[config.mk]
export PLATFORM = sky130hd
export DESIGN_NAME = cordic_result_tx
export DESIGN_NICKNAME = d
export VERILOG_FILES = /design/src/rtl/cordic_result_tx.sv
export SDC_FILE = /design/constraint.sdc
export NUM_CORES = 1
export LEC_CHECK = 0
export BUFFER_PORTS_ARGS = -buffer_cell sky130_fd_sc_hd__buf_2
export CAP_MARGIN = 5
export CORE_ASPECT_RATIO = 0.7
export CORE_MARGIN = 1.5
export CORE_UTILIZATION = 50
export DETAILED_ROUTE_END_ITERATION = 7
export MAX_ROUTING_LAYER = met4
export PLACE_DENSITY = 0.75
export SYNTH_ARGS = -nofsm -noshare
export SYNTH_HDL_FRONTEND = slang
export SYNTH_SLANG_ARGS = --single-unit
[constraint.sdc]
create_clock -name clk -period 1.75 [get_ports clk]
set_input_delay 0.0875 -clock clk [delete_from_list [all_inputs] [get_ports clk]]
set_output_delay 0.0875 -clock clk [all_outputs]
set_load 0.05 [all_outputs]
[src/rtl/cordic_result_tx.sv]
// Serialises captured CORDIC channel results (sign + magnitude) into a byte stream, MS byte first.
// Optional framing (header 0xA5 + XOR checksum) is enabled by defining CORDIC_RESULT_TX_FRAMING_EN.
module cordic_result_tx #(
    parameter int NUM_CH = 2,
    parameter int DATA_W = 42
) (
    input  logic                       clk,
    input  logic                       rst,
    input  logic                       start,
    input  logic [NUM_CH*DATA_W-1:0]   data_in,
    input  logic [NUM_CH-1:0]          sign_in,
    input  logic                       swap,
    input  logic                       ovr_clr,
    output logic [7:0]                 byte_data,
    output logic                       byte_valid,
    input  logic                       byte_ready,
    output logic                       busy,
    output logic                       frame_done,
    output logic                       overrun
);

    localparam int NBYTES   = (DATA_W + 8) / 8;
    localparam int WORD_W   = NBYTES * 8;
    localparam int NB_TOTAL = NUM_CH * NBYTES;
    localparam int FRAME_W  = NB_TOTAL * 8;
    localparam int CNT_W    = (NB_TOTAL > 1) ? $clog2(NB_TOTAL) : 1;
    localparam logic [CNT_W-1:0] CNT_LAST = CNT_W'(NB_TOTAL - 1);

`ifdef CORDIC_RESULT_TX_FRAMING_EN
    typedef enum logic [1:0] {IDLE, SEND, HDR, CSUM} state_t;
`else
    typedef enum logic [1:0] {IDLE, SEND} state_t;
`endif

    state_t                     state_q, state_d;
    logic [CNT_W-1:0]           cnt_q, cnt_d;
    logic [NUM_CH*DATA_W-1:0]   data_q, data_d;
    logic [NUM_CH-1:0]          sign_q, sign_d;
    logic                       done_q, done_d;
    logic                       ovr_q, ovr_d;

    logic [NUM_CH*DATA_W-1:0]   data_sw;
    logic [NUM_CH-1:0]          sign_sw;
    logic [FRAME_W-1:0]         frame_w;
    logic [FRAME_W-1:0]         frame_sh;
    logic [7:0]                 cur_byte;
    logic [7:0]                 byte_d;

    // Swap is resolved at capture so the serialiser only ever sees final channel order.
    if (NUM_CH > 1) begin : g_swap
        always_comb begin
            data_sw = data_in;
            sign_sw = sign_in;
            if (swap) begin
                data_sw[0 +: DATA_W]      = data_in[DATA_W +: DATA_W];
                data_sw[DATA_W +: DATA_W] = data_in[0 +: DATA_W];
                sign_sw[0]                = sign_in[1];
                sign_sw[1]                = sign_in[0];
            end
        end
    end else begin : g_noswap
        logic unused_swap;
        assign unused_swap = swap;
        assign data_sw     = data_in;
        assign sign_sw     = sign_in;
    end

    always_comb begin
        frame_w = '0;
        for (int k = 0; k < NUM_CH; k++) begin
            frame_w[(NUM_CH-1-k)*WORD_W +: DATA_W]    = data_q[k*DATA_W +: DATA_W];
            frame_w[(NUM_CH-1-k)*WORD_W + WORD_W - 1] = sign_q[k];
        end
    end

    assign frame_sh = frame_w << {cnt_q, 3'b000};
    assign cur_byte = frame_sh[FRAME_W-1 -: 8];

`ifdef CORDIC_RESULT_TX_FRAMING_EN
    logic [7:0] csum;
    always_comb begin
        csum = '0;
        for (int i = 0; i < NB_TOTAL; i++) begin
            csum = csum ^ frame_w[i*8 +: 8];
        end
    end
`endif

    always_ff @(posedge clk) begin
        if (rst) begin
            state_q <= IDLE;
            cnt_q   <= '0;
            data_q  <= '0;
            sign_q  <= '0;
            done_q  <= 1'b0;
            ovr_q   <= 1'b0;
        end else begin
            state_q <= state_d;
            cnt_q   <= cnt_d;
            data_q  <= data_d;
            sign_q  <= sign_d;
            done_q  <= done_d;
            ovr_q   <= ovr_d;
        end
    end

    always_comb begin
        state_d = state_q;
        cnt_d   = cnt_q;
        data_d  = data_q;
        sign_d  = sign_q;
        done_d  = 1'b0;
        ovr_d   = ovr_q & ~ovr_clr;
        byte_d  = '0;
        case (state_q)
            IDLE: begin
                if (start) begin
                    data_d = data_sw;
                    sign_d = sign_sw;
                    cnt_d  = '0;
`ifdef CORDIC_RESULT_TX_FRAMING_EN
                    state_d = HDR;
`else
                    state_d = SEND;
`endif
                end
            end
`ifdef CORDIC_RESULT_TX_FRAMING_EN
            HDR: begin
                byte_d = 8'hA5;
                if (byte_ready) state_d = SEND;
            end
            CSUM: begin
                byte_d = csum;
                if (byte_ready) begin
                    state_d = IDLE;
                    done_d  = 1'b1;
                end
            end
`endif
            SEND: begin
                byte_d = cur_byte;
                if (byte_ready) begin
                    if (cnt_q == CNT_LAST) begin
                        cnt_d = '0;
`ifdef CORDIC_RESULT_TX_FRAMING_EN
                        state_d = CSUM;
`else
                        state_d = IDLE;
                        done_d  = 1'b1;
`endif
                    end else begin
                        cnt_d = cnt_q + 1'b1;
                    end
                end
            end
            default: state_d = IDLE;
        endcase
        // A start outside IDLE is dropped; it wins over a simultaneous clear.
        if (start && (state_q != IDLE)) ovr_d = 1'b1;
    end

    assign byte_data  = byte_d;
    assign byte_valid = (state_q != IDLE);
    assign busy       = (state_q != IDLE);
    assign frame_done = done_q;
    assign overrun    = ovr_q;

endmodule
==> results by group <==
Outcome
  – Status: complete, but fails checks
  – Failing checks: negative setup slack

Place
  – Dpl hpwl: 8.825 mm
  – Placement Cell Area: 5238 sq um
  – Port Buffers: 103
  – Placed instance count: 593
  – Final Wtd Congestion: 0.8820
  – Setup slack at placement: -0.06790 ns

Worst hold path
  – Hold Path Class: in -> reg

Synthesis
  – #FFs+latches synth: 93
  – Register area share after synthesis: 40.91%
  – Synth Warn #: 0
  – Yosys cell types: 33
  – Post-synth EDFFs: 0
  – Post-Syn Area: 4551 sq um
  – Post-synthesis instance total: 392
  – Prevailing post-synth register cell: dfxtp_1
  – Avg Inst Size Synth: 11.61 sq um
  – Mapped Nets: 485
  – Asr flop ratio synth: 0%

Timing
  – Final worst path period need: 2.058 ns
  – Setup TNS: -2.282 ns
  – Max Freq: 485.9 MHz
  – Final Cycle Share: 117.6%
  – Final worst setup slack: -0.3080 ns
  – Slew @ Worst Pin: 0.8147 ns
  – RSZ-0062 raised after global routing: true
  – Final setup violation count: 8
  – Rel. slew slack: 44.28%
  – Final Hold Vio Count: 0
  – Pins Over Slew Limit: 0
  – Clk_skew: 0.005441 ns

Floorplan
  – Core Region: 8653 sq um
  – Die Span Y: 82.82 um
  – Starting density of the core: 52.59%
  – Rows: 28
  – Die width: 117.0 um
  – IO Count: 104
  – Die Area: 9692 sq um

Route
  – Vias per inst: 6.008
  – Iter 0 DRT Violations: 293
  – Final wirelength: 12.17 mm
  – Vias: 3695
  – DRC violations left: 0
  – Post-detailed-route wirelength per cell: 19.78 um
  – Detailed Routing Iterations Pass 1: 4
  – Post-DRT Antenna Nets: 0

Worst setup path
  – Worst R2R Path Depth: 8
  – Critical R2R Capture: cnt_q[1]
  – CP endpoint: byte_data[5]
  – Crit. Startpoint: cnt_q[0]
  – Max Fanout on Critical Path: 8
  – RR Startpoint: cnt_q[0]
  – CP required: 1.66 ns
  – Kind of start point of the critical path: register
  – Crit. End Element: output port
  – Worst reg-to-reg setup slack: 0.06 ns
  – Critical path class: reg -> out
  – CP Data Arrival Time: 1.97 ns

Clock tree
  – Number of clock sinks: 93
  – CTS tree: yes
  – Max H-tree Level: 3
  – Clk_lat worst skew: 0.35 ns
  – Clock transition at the registers of the reported paths: 0.06 ns
  – Root Driver: clkbuf_16
  – CTS max path bufs: 2
  – TritonCTS buffer count: 9

Finish
  – FF+latch area: 1868 sq um
  – Fillers: 659
  – Multi-input gate area: 2530 sq um
  – Post-route insts no fill: 615
  – Antenna diode count: 0
  – Fraction of layout cells with a size suffix above 1: 36.16%
  – Area growth from synthesis to layout: 26.15%
  – Leading cell types in the layout, fill and taps excluded: buf_2 (94), mux2i_1 (92), dfxtp_1 (90)
  – Commonest non-fill, non-tap cell in the layout: buf_2
  – Design area: 5741 sq um
  – Post-layout nets: 584

Power and ir drop
  – Leak: 2.448 nW
  – Pwr/cell area: 921.2 nW/um^2
  – Peak supply drop: 620.4 uV

Global route
  – GRT Overall Usage: 27.14%
  – Wire length of the first global-routing pass: 19.07 mm
  – Largest net degree at the start of global routing: 87
  – Overflow after GRT: 0
  – Vias in the first global route: 3584
  – Initial antenna violation count: 0

Run
  – # Max-Cap Violations: 0
[per-layer routing]
layer | GRT usage [%] | share of wire, % | vias to the layer above
met5 | - | 0 | -
met4 | 6.791 | 1.2 | 0
met3 | 7.080 | 7.9 | 16
met2 | 38.28 | 44 | 146
met1 | 38.83 | 47 | 1787
li1 | - | - | 1746
[how the worst min path moves through the flow]
stage | from | to | cells after the start
global route | start | state_q[0] | 2
finish | rst | frame_done | 2
global placement | ovr_clr | overrun | 3
detailed placement | ovr_clr | overrun | 3
CTS | rst | frame_done | 2
floorplan | rst | overrun | 1
[cells in the mapped netlist (3+ instances only)]
cell       instances  area (sq um)
a21oi_1            4         20.02
a221o_1            5         50.05
a32o_1             5         50.05
buf_1              5         18.77
buf_2             23         115.1
clkbuf_1          10         37.54
dfxtp_1           93          1862
mux2_2             6         67.56
mux2_4             3         45.04
mux2i_1           92         920.9
mux4_1             3         78.83
mux4_2            10         225.2
nand2_1            3         11.26
nand3_1            7         35.03
nor2_1             4         15.01
nor2b_1            5         31.28
o211ai_1           5         37.54
o21ai_0            3         15.01
o2bb2ai_1         86         753.2
[per-stage QoR]
step	hold WS [ns]	utilization [%]	power [mW]
finish	0.01566	66.34	5.288
global route	0.01000	66.34	5.463
CTS	0.001951	66.11	5.304
detailed placement	0.3694	60.53	3.157
global placement	0.3481	60.53	3.134
floorplan	0.1566	-	2.857
[cell type report]
| cell class | instances | area share, % |
|---|---|---|
| Clock buffer | 10 | 4.163 |
| Clock inverter | 5 | 1.482 |
| Inverter | 2 | 0.1308 |
| Multi-Input combinational cell | 255 | 44.07 |
| Sequential cell | 93 | 32.54 |
| Tap cell | 120 | 2.616 |
| Timing Repair Buffer | 130 | 15.00 |
[cell families after synthesis]
kind of cell / after synthesis / share of synthesized area, %
adders and majority gates: 1 / 0.2749
and+or+nand+nor: 25 / 2.942
buffers and inverters: 44 / 4.757
xor gates and xnor gates: 1 / 0.1925
AOI/OAI and AO/OA: 114 / 21.53
muxes: 114 / 29.39
DFF: 93 / 40.91
[worst max-delay path, cell delays in order (launching register included)]
cell and delay, ns:
dfxtp_2 0.32, buf_4 0.14, buf_12 0.13, mux2_4 0.29
a221o_1 0.29, a32o_2 0.28, buf_8 0.16
[state kept, by name, summed over array words and instances, names as in the netlist]
| register | count |
|---|---|
| cnt_q | 4 |
| data_q | 84 |
| frame_done | 1 |
| overrun | 1 |
| sign_q | 2 |
| state_q | 1 |
[power breakdown]
part	switching (mW)	internal, mW
combinational	0.400	0.404
sequential	0.116	2.26
clock	0.824	1.29
[repair_timing]
item | in CTS | in global routing
hold buffers | 2 | 0
buffers inserted | 5 | 0
resized for setup | 41 | 3
setup endpoints to repair | 8 | 9
endpoints found under the hold margin | 1 | 0
pin swaps | 7 | 0
Power figures use the tool's default switching activity.
